===== src/rtl/param_serializer_if.sv =====
// Parallel-word handshake and serial-side status of param_serializer.
// The source drives the master side; the serializer owns the slave side.
interface param_serializer_if #(
    parameter int WIDTH = 8
);
    logic [WIDTH-1:0] data_in;
    logic             valid_in;
    logic             ready_out;
    logic             data_out;
    logic             word_start;
    logic             sending_data;
    logic [WIDTH-1:0] data2send;
    logic             sync_done;

    modport master (
        output data_in, valid_in,
        input  ready_out, data_out, word_start, sending_data, data2send, sync_done
    );

    modport slave (
        input  data_in, valid_in,
        output ready_out, data_out, word_start, sending_data, data2send, sync_done
    );
endinterface


===== src/rtl/param_serializer.sv =====
// Single-lane parallel-to-serial converter in the clk_32f domain.
// It sends SYNC_WORDS comma words after reset, then data or commas word by word.
module param_serializer #(
    parameter int               WIDTH      = 8,
    parameter logic [WIDTH-1:0] IDLE_WORD  = 'hBC,
    parameter int               MSB_FIRST  = 1,
    parameter int               SYNC_WORDS = 4
) (
    input logic              clk_32f,
    input logic              reset,
    param_serializer_if.slave bus
);
    localparam int CNT_W  = (WIDTH > 1) ? $clog2(WIDTH) : 1;
    localparam int SYNC_W = (SYNC_WORDS > 1) ? $clog2(SYNC_WORDS) : 1;
    localparam logic [CNT_W-1:0]  CNT_LAST  = CNT_W'(WIDTH - 1);
    localparam logic [SYNC_W-1:0] SYNC_LAST = SYNC_W'(SYNC_WORDS - 1);

    logic [WIDTH-1:0]  sh_q, sh_d;
    logic [CNT_W-1:0]  cnt_q, cnt_d;
    logic [SYNC_W-1:0] sync_cnt_q, sync_cnt_d;
    logic              data_out_q, data_out_d;
    logic              word_start_q, word_start_d;
    logic              sending_data_q, sending_data_d;

    logic              boundary;
    logic              sync_done;
    logic              ready;
    logic [CNT_W-1:0]  bit_idx;

    always_comb begin
        boundary  = (cnt_q == CNT_LAST);
        sync_done = (sync_cnt_q == SYNC_LAST);
        ready     = sync_done && boundary;
        bit_idx   = (MSB_FIRST != 0) ? (CNT_LAST - cnt_q) : cnt_q;

        data_out_d     = sh_q[bit_idx];
        word_start_d   = (cnt_q == '0);
        cnt_d          = boundary ? '0 : cnt_q + 1'b1;
        sh_d           = sh_q;
        sending_data_d = sending_data_q;
        sync_cnt_d     = sync_cnt_q;

        if (boundary) begin
            if (bus.valid_in && ready) begin
                sh_d           = bus.data_in;
                sending_data_d = 1'b1;
            end else begin
                sh_d           = IDLE_WORD;
                sending_data_d = 1'b0;
            end
            // Saturates at SYNC_LAST, so sync_done stays high until reset.
            if (!sync_done) begin
                sync_cnt_d = sync_cnt_q + 1'b1;
            end
        end
    end

    always_ff @(posedge clk_32f) begin
        if (!reset) begin
            sh_q           <= IDLE_WORD;
            cnt_q          <= '0;
            sync_cnt_q     <= '0;
            data_out_q     <= 1'b0;
            word_start_q   <= 1'b0;
            sending_data_q <= 1'b0;
        end else begin
            sh_q           <= sh_d;
            cnt_q          <= cnt_d;
            sync_cnt_q     <= sync_cnt_d;
            data_out_q     <= data_out_d;
            word_start_q   <= word_start_d;
            sending_data_q <= sending_data_d;
        end
    end

    // The word register is indexed in place rather than shifted, so it doubles as data2send.
    assign bus.data2send    = sh_q;
    assign bus.data_out     = data_out_q;
    assign bus.word_start   = word_start_q;
    assign bus.sending_data = sending_data_q;
    assign bus.sync_done    = sync_done;
    assign bus.ready_out    = ready;
endmodule

===== src/flat_wrapper.sv =====
// flat-port wrapper written by rule: the top's interface ports become plain ports
module param_serializer_flat 
#(
    parameter int               WIDTH      = 8,
    parameter logic [WIDTH-1:0] IDLE_WORD  = 'hBC,
    parameter int               MSB_FIRST  = 1,
    parameter int               SYNC_WORDS = 4
)
  (clk_32f, reset, bus_data_in, bus_valid_in, bus_ready_out, bus_data_out, bus_word_start, bus_sending_data, bus_data2send, bus_sync_done);
  param_serializer_if #(.WIDTH(WIDTH)) bus_i ();
  input logic clk_32f;
  input logic reset;
  input wire logic [$bits(bus_i.data_in)-1:0] bus_data_in;
  input wire logic [$bits(bus_i.valid_in)-1:0] bus_valid_in;
  output wire logic [$bits(bus_i.ready_out)-1:0] bus_ready_out;
  output wire logic [$bits(bus_i.data_out)-1:0] bus_data_out;
  output wire logic [$bits(bus_i.word_start)-1:0] bus_word_start;
  output wire logic [$bits(bus_i.sending_data)-1:0] bus_sending_data;
  output wire logic [$bits(bus_i.data2send)-1:0] bus_data2send;
  output wire logic [$bits(bus_i.sync_done)-1:0] bus_sync_done;
  assign bus_i.data_in = bus_data_in;
  assign bus_i.valid_in = bus_valid_in;
  assign bus_ready_out = bus_i.ready_out;
  assign bus_data_out = bus_i.data_out;
  assign bus_word_start = bus_i.word_start;
  assign bus_sending_data = bus_i.sending_data;
  assign bus_data2send = bus_i.data2send;
  assign bus_sync_done = bus_i.sync_done;
  param_serializer #(.WIDTH(WIDTH), .IDLE_WORD(IDLE_WORD), .MSB_FIRST(MSB_FIRST), .SYNC_WORDS(SYNC_WORDS)) u_core (.clk_32f(clk_32f), .reset(reset), .bus(bus_i));
endmodule

===== config.mk =====
export PLATFORM = sky130hd
export DESIGN_NAME = param_serializer_flat
export DESIGN_NICKNAME = d
export VERILOG_FILES = /design/src/rtl/param_serializer_if.sv /design/src/rtl/param_serializer.sv /design/src/flat_wrapper.sv
export SDC_FILE = /design/constraint.sdc
export NUM_CORES = 1
export LEC_CHECK = 0
export CAP_MARGIN = 20
export CORE_MARGIN = 3
export CORE_UTILIZATION = 44
export CTS_BUF_LIST = sky130_fd_sc_hd__clkbuf_8
export CTS_CLUSTER_SIZE = 8
export DETAILED_ROUTE_END_ITERATION = 7
export HOLD_SLACK_MARGIN = 0.1
export PLACE_DENSITY = 0.92
export SETUP_SLACK_MARGIN = 0.1
export SYNTH_ARGS = -nofsm -noshare
export SYNTH_HDL_FRONTEND = slang
export SYNTH_SLANG_ARGS = --single-unit

===== constraint.sdc =====
create_clock -name clk_32f -period 1.6 [get_ports clk_32f]
set_input_delay 0.32 -clock clk_32f [delete_from_list [all_inputs] [get_ports clk_32f]]
set_output_delay 0.32 -clock clk_32f [all_outputs]
set_load 0.02 [all_outputs]

==> reports/summary.txt, run 1 <==
Status - completed
Overall Global Routing Usage - 19.49%
Crit-path cells - ha_1, ha_2, and2_1, buf_6
Slowest-stage cell, CP - dfxtp_2
Worst clock skew - 0.003320 ns
Min Tclk post-route - 1.561 ns
Synthesized cell area - 624.3 um2
Initial antenna violation count - 0
Vias per cell - 5.495
F_max - 0.6407 GHz
Internal power - 0.6904 mW
Largest net degree at the start of global routing - 10
Layout cells sized above 1 - 19.54%
Final net count - 103
Critical Path RT - 1.28 ns
WS Path Type - reg -> out
CP Max Fanout - 2
Final core utilization - 80.45%
Register area share after synthesis - 51.30%
Antenna Cells - 0
Die Y - 43.67 um
Syn_nets - 68
Final worst-path cycle share - 97.55%
I/O Buffers - 23
RSZ-0062 raised after global routing - true
Synth Area in Simple Gates - 16.03%
Top FF cell, synth - dfxtp_1
Part of the power in registers - 47.4%
Share of flip-flops with an asynchronous set or reset - 0%
Vias in the first global route - 589
Max incr delay on CP - 0.32 ns
Fin area - 978.4 um2
Global route total overflow - 0
DRC Markers - 0
Initial drt markers - 9
Starting density of the core - 51.34%
Cts bufs inserted - 3
Peak supply drop - 0.5399 mV
Top-count cell post-synth - dfxtp_1
Placed instance area - 919.6 um2
Hpwl dp - 1156 um
Commonest cells in the netlist - 16 x dfxtp_1, 5 x o22a_1, 4 x and2_1, 4 x ha_1, 4 x nand2_1
Leak - 0.4517 nW
Mux share of post-synthesis cell area - 10.02%
Sw frac - 21.37%
First drt pass iteration count - 4
Synth Area in XOR/XNOR - 1.403%
Reg clk slew, reported paths - 0.06 ns
Via count - 555
Switching power - 0.1876 mW
Die area - 1907 um2
Post-Synth Adder-Cell Area - 8.016%
First-pass GRT wire length - 2677 um
Post-synth top area cell - dfxtp_1
CTS Sinks - 16
MaxCap Viol Count - 0
Synth Instances - 53
Synth Area in Compound Gates - 11.22%
CP endpoint kind - output port
Synth-to-layout area growth - 56.71%
Core Region - 1216 um2
GPL Wtd Cong - 0.7337
Worst Max-Slew Pin Slew - 0.2561 ns
Row count - 12
Worst hold path type - reg -> reg
Antenna-violating nets left - 0
Worst-Skew Late Latency - 0.25 ns
FILL cells - 83
Gate power share - 11.8%
Final setup violation count - 0
CTS max path bufs - 2
Clock Power Share - 40.8%
Die W - 43.67 um
Worst slew margin - 82.87%
CTS tree - done
Number of flops mapped to enable cells by yosys - 0
Worst Setup Start Kind - flip-flop
Final hold viol count - 0
Yosys warning total - 0
Hold buffers post-CTS - 0
Fin. max-slew vios - 0
Distinct cells, synth - 19
CP arrival - 1.24 ns
Largest family of logic cells by synthesized area - simple AND/OR/NAND/NOR gates
Largest cells by area after synthesis - dfxtp_1 51%, mux4_1 8.4%, ha_1 8.0%
Synthesized flop and latch total - 16
Top-area cell type share of the netlist area - 51.30%
PD cells - 897.4 nW/um2
Syn avg cell area - 11.78 um2
Io pins - 24
Final WL - 1692 um
CTS root buffer - clkbuf_8
WL per Instance - 16.75 um
H-tree Lvls - 1
registers in the layout, indices dropped and copies added (netlist names):
register and count:
u_core.bus.data2send 8, u_core.cnt_q 3, u_core.sync_cnt_q 2, u_core.bus.data_out 1, u_core.bus.sending_data 1, u_core.bus.word_start 1
stage by stage:
step	setup TNS, ns	worst slack [ns]	total power [mW]	hold WS [ns]	instances
6_report	0	0.03927	0.8780	0.4469	101
5_1_grt	0	0.01667	0.9046	0.4867	101
4_1_cts	0	0.01866	0.8742	0.4510	100
3_5_place_dp	-0.1011	-0.1011	0.5224	0.4401	96
3_3_place_gp	-0.05430	-0.05430	0.5182	0.4348	96
2_1_floorplan	0	0.1315	0.4666	0.4362	53
worst max-delay path: cells and delay by family (launching register included):
family,cells,cell delay (ns)
adder cells (fa/ha/maj),2,0.37
buffers and inverters,1,0.14
flip-flops,1,0.32
AND/OR/NAND/NOR,1,0.16
final timing paths:
kind	start	slack [ns]	depth (start not counted)	to
setup reg to reg	u_core.cnt_q[0]	0.11	6	u_core.bus.data2send[0]
hold / removal	u_core.bus.sending_data	0.45	2	u_core.bus.sending_data
hold reg to reg	u_core.bus.sending_data	0.45	2	u_core.bus.sending_data
setup / recovery	u_core.cnt_q[0]	0.04	4	bus_ready_out
layer usage:
layer	vias up	share of wire, %	global-route usage (%)
met1	258	43	23.86
met2	33	46	30.81
li1	259	-	-
met4	0	2.0	9.036
met3	5	9.2	6.224
met5	-	0	0
placed cells by master (no fill, tap or decap), types with 2 or more instances in the layout:
master,instances
a22o_1,3
dlygate4sd2_1,9
and2_1,4
buf_4,8
mux4_1,2
nand2_1,4
inv_1,2
o22a_1,5
nor2_1,2
clkdlybuf4s50_1,11
ha_1,3
clkbuf_8,4
dfxtp_1,15
final cells by class:
class,instances,area [um2],area share [%]
inverters,2,7.507,0.7673
multi-input cells,34,299.0,30.56
clock buffers,4,55.05,5.627
flip-flops and latches,16,321.6,32.86
repair buffers,31,277.8,28.39
well taps,14,17.52,1.790
timing repair:
action	CTS	global route
resized for setup	16	7
buffers inserted	0	1
endpoints found under the setup margin	11	11
power by group through the flow:
| stage | Clock, mW | Sequential (mW) | Combinational [mW] |
|---|---|---|---|
| global route | 0.376 | 0.417 | 0.112 |
| CTS | 0.358 | 0.416 | 0.100 |
| detailed placement | 0 | 0.425 | 0.0977 |
| finish | 0.358 | 0.416 | 0.104 |
| floorplan | 0 | 0.436 | 0.0309 |
| global placement | 0 | 0.424 | 0.0944 |
logic make-up after synthesis:
group | count (synthesis)
adders and majority gates | 4
AOI/OAI and AO/OA | 8
buffers and inverters | 3
DFF | 16
muxes | 3
and+or+nand+nor | 18
xor gates and xnor gates | 1
(Power assumes the default switching activity.)
==> run 2, diff against run 1 <==
--- a/config.mk
+++ b/config.mk
@@ -6,7 +6,6 @@
 export NUM_CORES = 1
 export LEC_CHECK = 0
 export CAP_MARGIN = 20
-export CORE_MARGIN = 3
 export CORE_UTILIZATION = 44
 export CTS_BUF_LIST = sky130_fd_sc_hd__clkbuf_8
 export CTS_CLUSTER_SIZE = 8
@@ -14,6 +13,7 @@
 export HOLD_SLACK_MARGIN = 0.1
 export PLACE_DENSITY = 0.92
 export SETUP_SLACK_MARGIN = 0.1
+export SLEW_MARGIN = 20
 export SYNTH_ARGS = -nofsm -noshare
 export SYNTH_HDL_FRONTEND = slang
 export SYNTH_SLANG_ARGS = --single-unit
==> reports/summary.txt, run 2 (same netlist as run 1, synthesis figures left out) <==
Die W - 39.67 um (-9.2%)
Starting density of the core - 47.39% (-3.9 points)
CTS Sinks - 16 (unchanged)
Global route total overflow - 0 (unchanged)
Fin. max-slew vios - 0 (unchanged)
Fin area - 984.7 um2 (+0.64%)
Vias per cell - 5.390 (-1.9%)
Buf+Inv Stages, Crit Path - 1 (unchanged)
Commonest non-fill, non-tap cell in the layout - dfxtp_1
Min Hold Slack - 0.4549 ns (+0.008065 ns)
Max incr delay on CP - 0.34 ns (+0.02 ns)
Peak supply drop - 0.5674 mV (+5.1%)
Crit-path cells - ha_4, ha_4, and2_4, buf_4
Part of the power in registers - 51.4% (+4.0 points)
Worst clock skew - 0.001249 ns (-0.002070 ns)
Antenna-violating nets left - 0 (unchanged)
Max reg flops - 8 (unchanged)
Critical Path RT - 1.28 ns (about the same)
Final worst-path cycle share - 93.89% (-3.7 points)
Cell mode on critical path - ha_4
Worst slew margin - 80.23% (-2.6 points)
WL per Instance - 17.33 um (+3.4%)
Vias in the first global route - 543 (-7.8%)
CP endpoint kind - output port
Worst hold path type - reg -> reg
Core Region - 1318 um2 (+8.3%)
Post-CTS setup buffers - 0 (unchanged)
Register Area - 322.8 um2 (+0.39%)
Worst Setup Start Kind - flip-flop
Synth-to-layout area growth - 57.72%
Die Y - 39.67 um (-9.2%)
Final setup violation count - 0 (unchanged)
Slowest-stage cell, CP - dfxtp_2
Via count - 539 (-2.9%)
RSZ-0062 raised after global routing - true
Sw frac - 21.71% (+0.34 points)
Area of the multi-input gates - 324.1 um2 (+8.4%)
Die area - 1574 um2 (-17%)
CTS tree - done
Worst path top cell family by delay - flip-flops
F_max - 0.6657 GHz (+3.9%)
Gate power share - 13.2% (+1.4 points)
First-pass GRT wire length - 2525 um (-5.7%)
First drt pass iteration count - 4 (unchanged)
Most frequent cells in the layout - 14 x dfxtp_1, 11 x clkdlybuf4s50_1, 8 x dlygate4sd2_1, 8 x buf_4, 5 x o22a_1
H-tree Lvls - 1 (unchanged)
FILL cells - 86 (+3.6%)
CTS root buffer - clkbuf_8
Layout cells sized above 1 - 21.18% (+1.6 points)
DRC Markers - 0 (unchanged)
Reg clk slew, reported paths - 0.06 ns (about the same)
Final net count - 102 (-0.97%)
Placed instance area - 920.9 um2 (+0.14%)
Cts bufs inserted - 3 (unchanged)
Clock Power Share - 35.4% (-5.4 points)
Initial drt markers - 3 (-6)
CP Max Fanout - 2 (unchanged)
CP arrival - 1.18 ns (-0.06 ns)
PD cells - 832.0 nW/um2 (-7.3%)
Worst Max-Slew Pin Slew - 0.2956 ns (+0.03946 ns)
Hpwl dp - 1008 um (-13%)
Overall Global Routing Usage - 25.86% (+6.4 points)
Internal power - 0.6414 mW (-7.1%)
Leak - 0.4535 nW (+0.41%)
CTS max path bufs - 2 (unchanged)
MaxCap Viol Count - 0 (unchanged)
Final WL - 1733 um (+2.4%)
Antenna Cells - 0 (unchanged)
TNS Setup - 0 ns (unchanged)
GPL Wtd Cong - 0.7804 (+6.4%)
Final core utilization - 74.74% (-5.7 points)
Largest net degree at the start of global routing - 9 (-1)
Status - completed
Switching power - 0.1779 mW (-5.2%)
Worst-Skew Late Latency - 0.24 ns (about the same)
Io pins - 24 (unchanged)
Row count - 13 (+1)
I/O Buffers - 23 (unchanged)
Initial antenna violation count - 0 (unchanged)
WS Path Type - reg -> out
Final hold viol count - 0 (unchanged)
Min Tclk post-route - 1.502 ns (-0.05854 ns)
[run 2: power groups by stage]
stage                     Combinational (mW)  Clock (mW)  Sequential (mW)
after floorplan                       0.0309           0            0.436
after global placement                0.0942           0            0.424
after detailed placement              0.0993           0            0.425
after CTS                              0.105       0.293            0.419
after global routing                   0.115       0.315            0.422
final                                  0.108       0.290            0.421
[run 2: metal layers]
layer | part of all wire (%) | GRT usage [%] | up-vias
li1 | - | - | 255
met1 | 43 | 28.98 | 254
met2 | 50 | 41.39 | 24
met3 | 3.4 | 6.250 | 6
met4 | 3.3 | 19.83 | 0
met5 | 0 | 0 | -
[run 2: timing repair]
action / 4_1_cts / 5_1_grt
hold buffers: 0 / 0
endpoints found under the hold margin: 0 / 0
setup endpoints to repair: 18 / 10
pin swaps: 0 / 0
gates resized for setup: 21 / 6
[run 2: worst min-delay path, stage by stage, from the launching register on]
cell	delay [ns]
dfxtp_1	0.31
nand2_1	0.06
nand2_1	0.05
[run 2: final cells by class]
class                           instances  share of cell area, %
Clock buffer                            3                  4.193
Inverter                                2                 0.7624
Multi-Input combinational cell         34                  32.91
Sequential cell                        16                  32.78
Tap cell                               15                  1.906
Timing Repair Buffer                   30                  27.45
[run 2: path summary, 6_finish.rpt]
kind         slack [ns]  cells past startpoint                      end                    start
max                 0.1                      4            bus_ready_out          u_core.cnt_q[1]
max reg2reg        0.17                      6  u_core.bus.data2send[1]          u_core.cnt_q[1]
min                0.45                      2  u_core.bus.sending_data  u_core.bus.sending_data
min reg2reg        0.45                      2  u_core.bus.sending_data  u_core.bus.sending_data
[run 2: through the flow]
stage | std cells | setup WS, ns | power [mW]
6_report | 100 | 0.09780 | 0.8193
5_1_grt | 100 | 0.06613 | 0.8524
4_1_cts | 100 | 0.04724 | 0.8160
3_5_place_dp | 97 | -0.08805 | 0.5243
3_3_place_gp | 97 | -0.05394 | 0.5181
2_1_floorplan | 53 | 0.1315 | 0.4666
==> run 3, diff against run 2 <==
--- a/config.mk
+++ b/config.mk
@@ -5,7 +5,6 @@
 export SDC_FILE = /design/constraint.sdc
 export NUM_CORES = 1
 export LEC_CHECK = 0
-export CAP_MARGIN = 20
 export CORE_UTILIZATION = 44
 export CTS_BUF_LIST = sky130_fd_sc_hd__clkbuf_8
 export CTS_CLUSTER_SIZE = 8
@@ -13,7 +12,7 @@
 export HOLD_SLACK_MARGIN = 0.1
 export PLACE_DENSITY = 0.92
 export SETUP_SLACK_MARGIN = 0.1
-export SLEW_MARGIN = 20
+export SLEW_MARGIN = 40
 export SYNTH_ARGS = -nofsm -noshare
 export SYNTH_HDL_FRONTEND = slang
 export SYNTH_SLANG_ARGS = --single-unit
==> results of run 3 <==
Same layout as run 2: the final DEF is identical, and so are final timing and power.
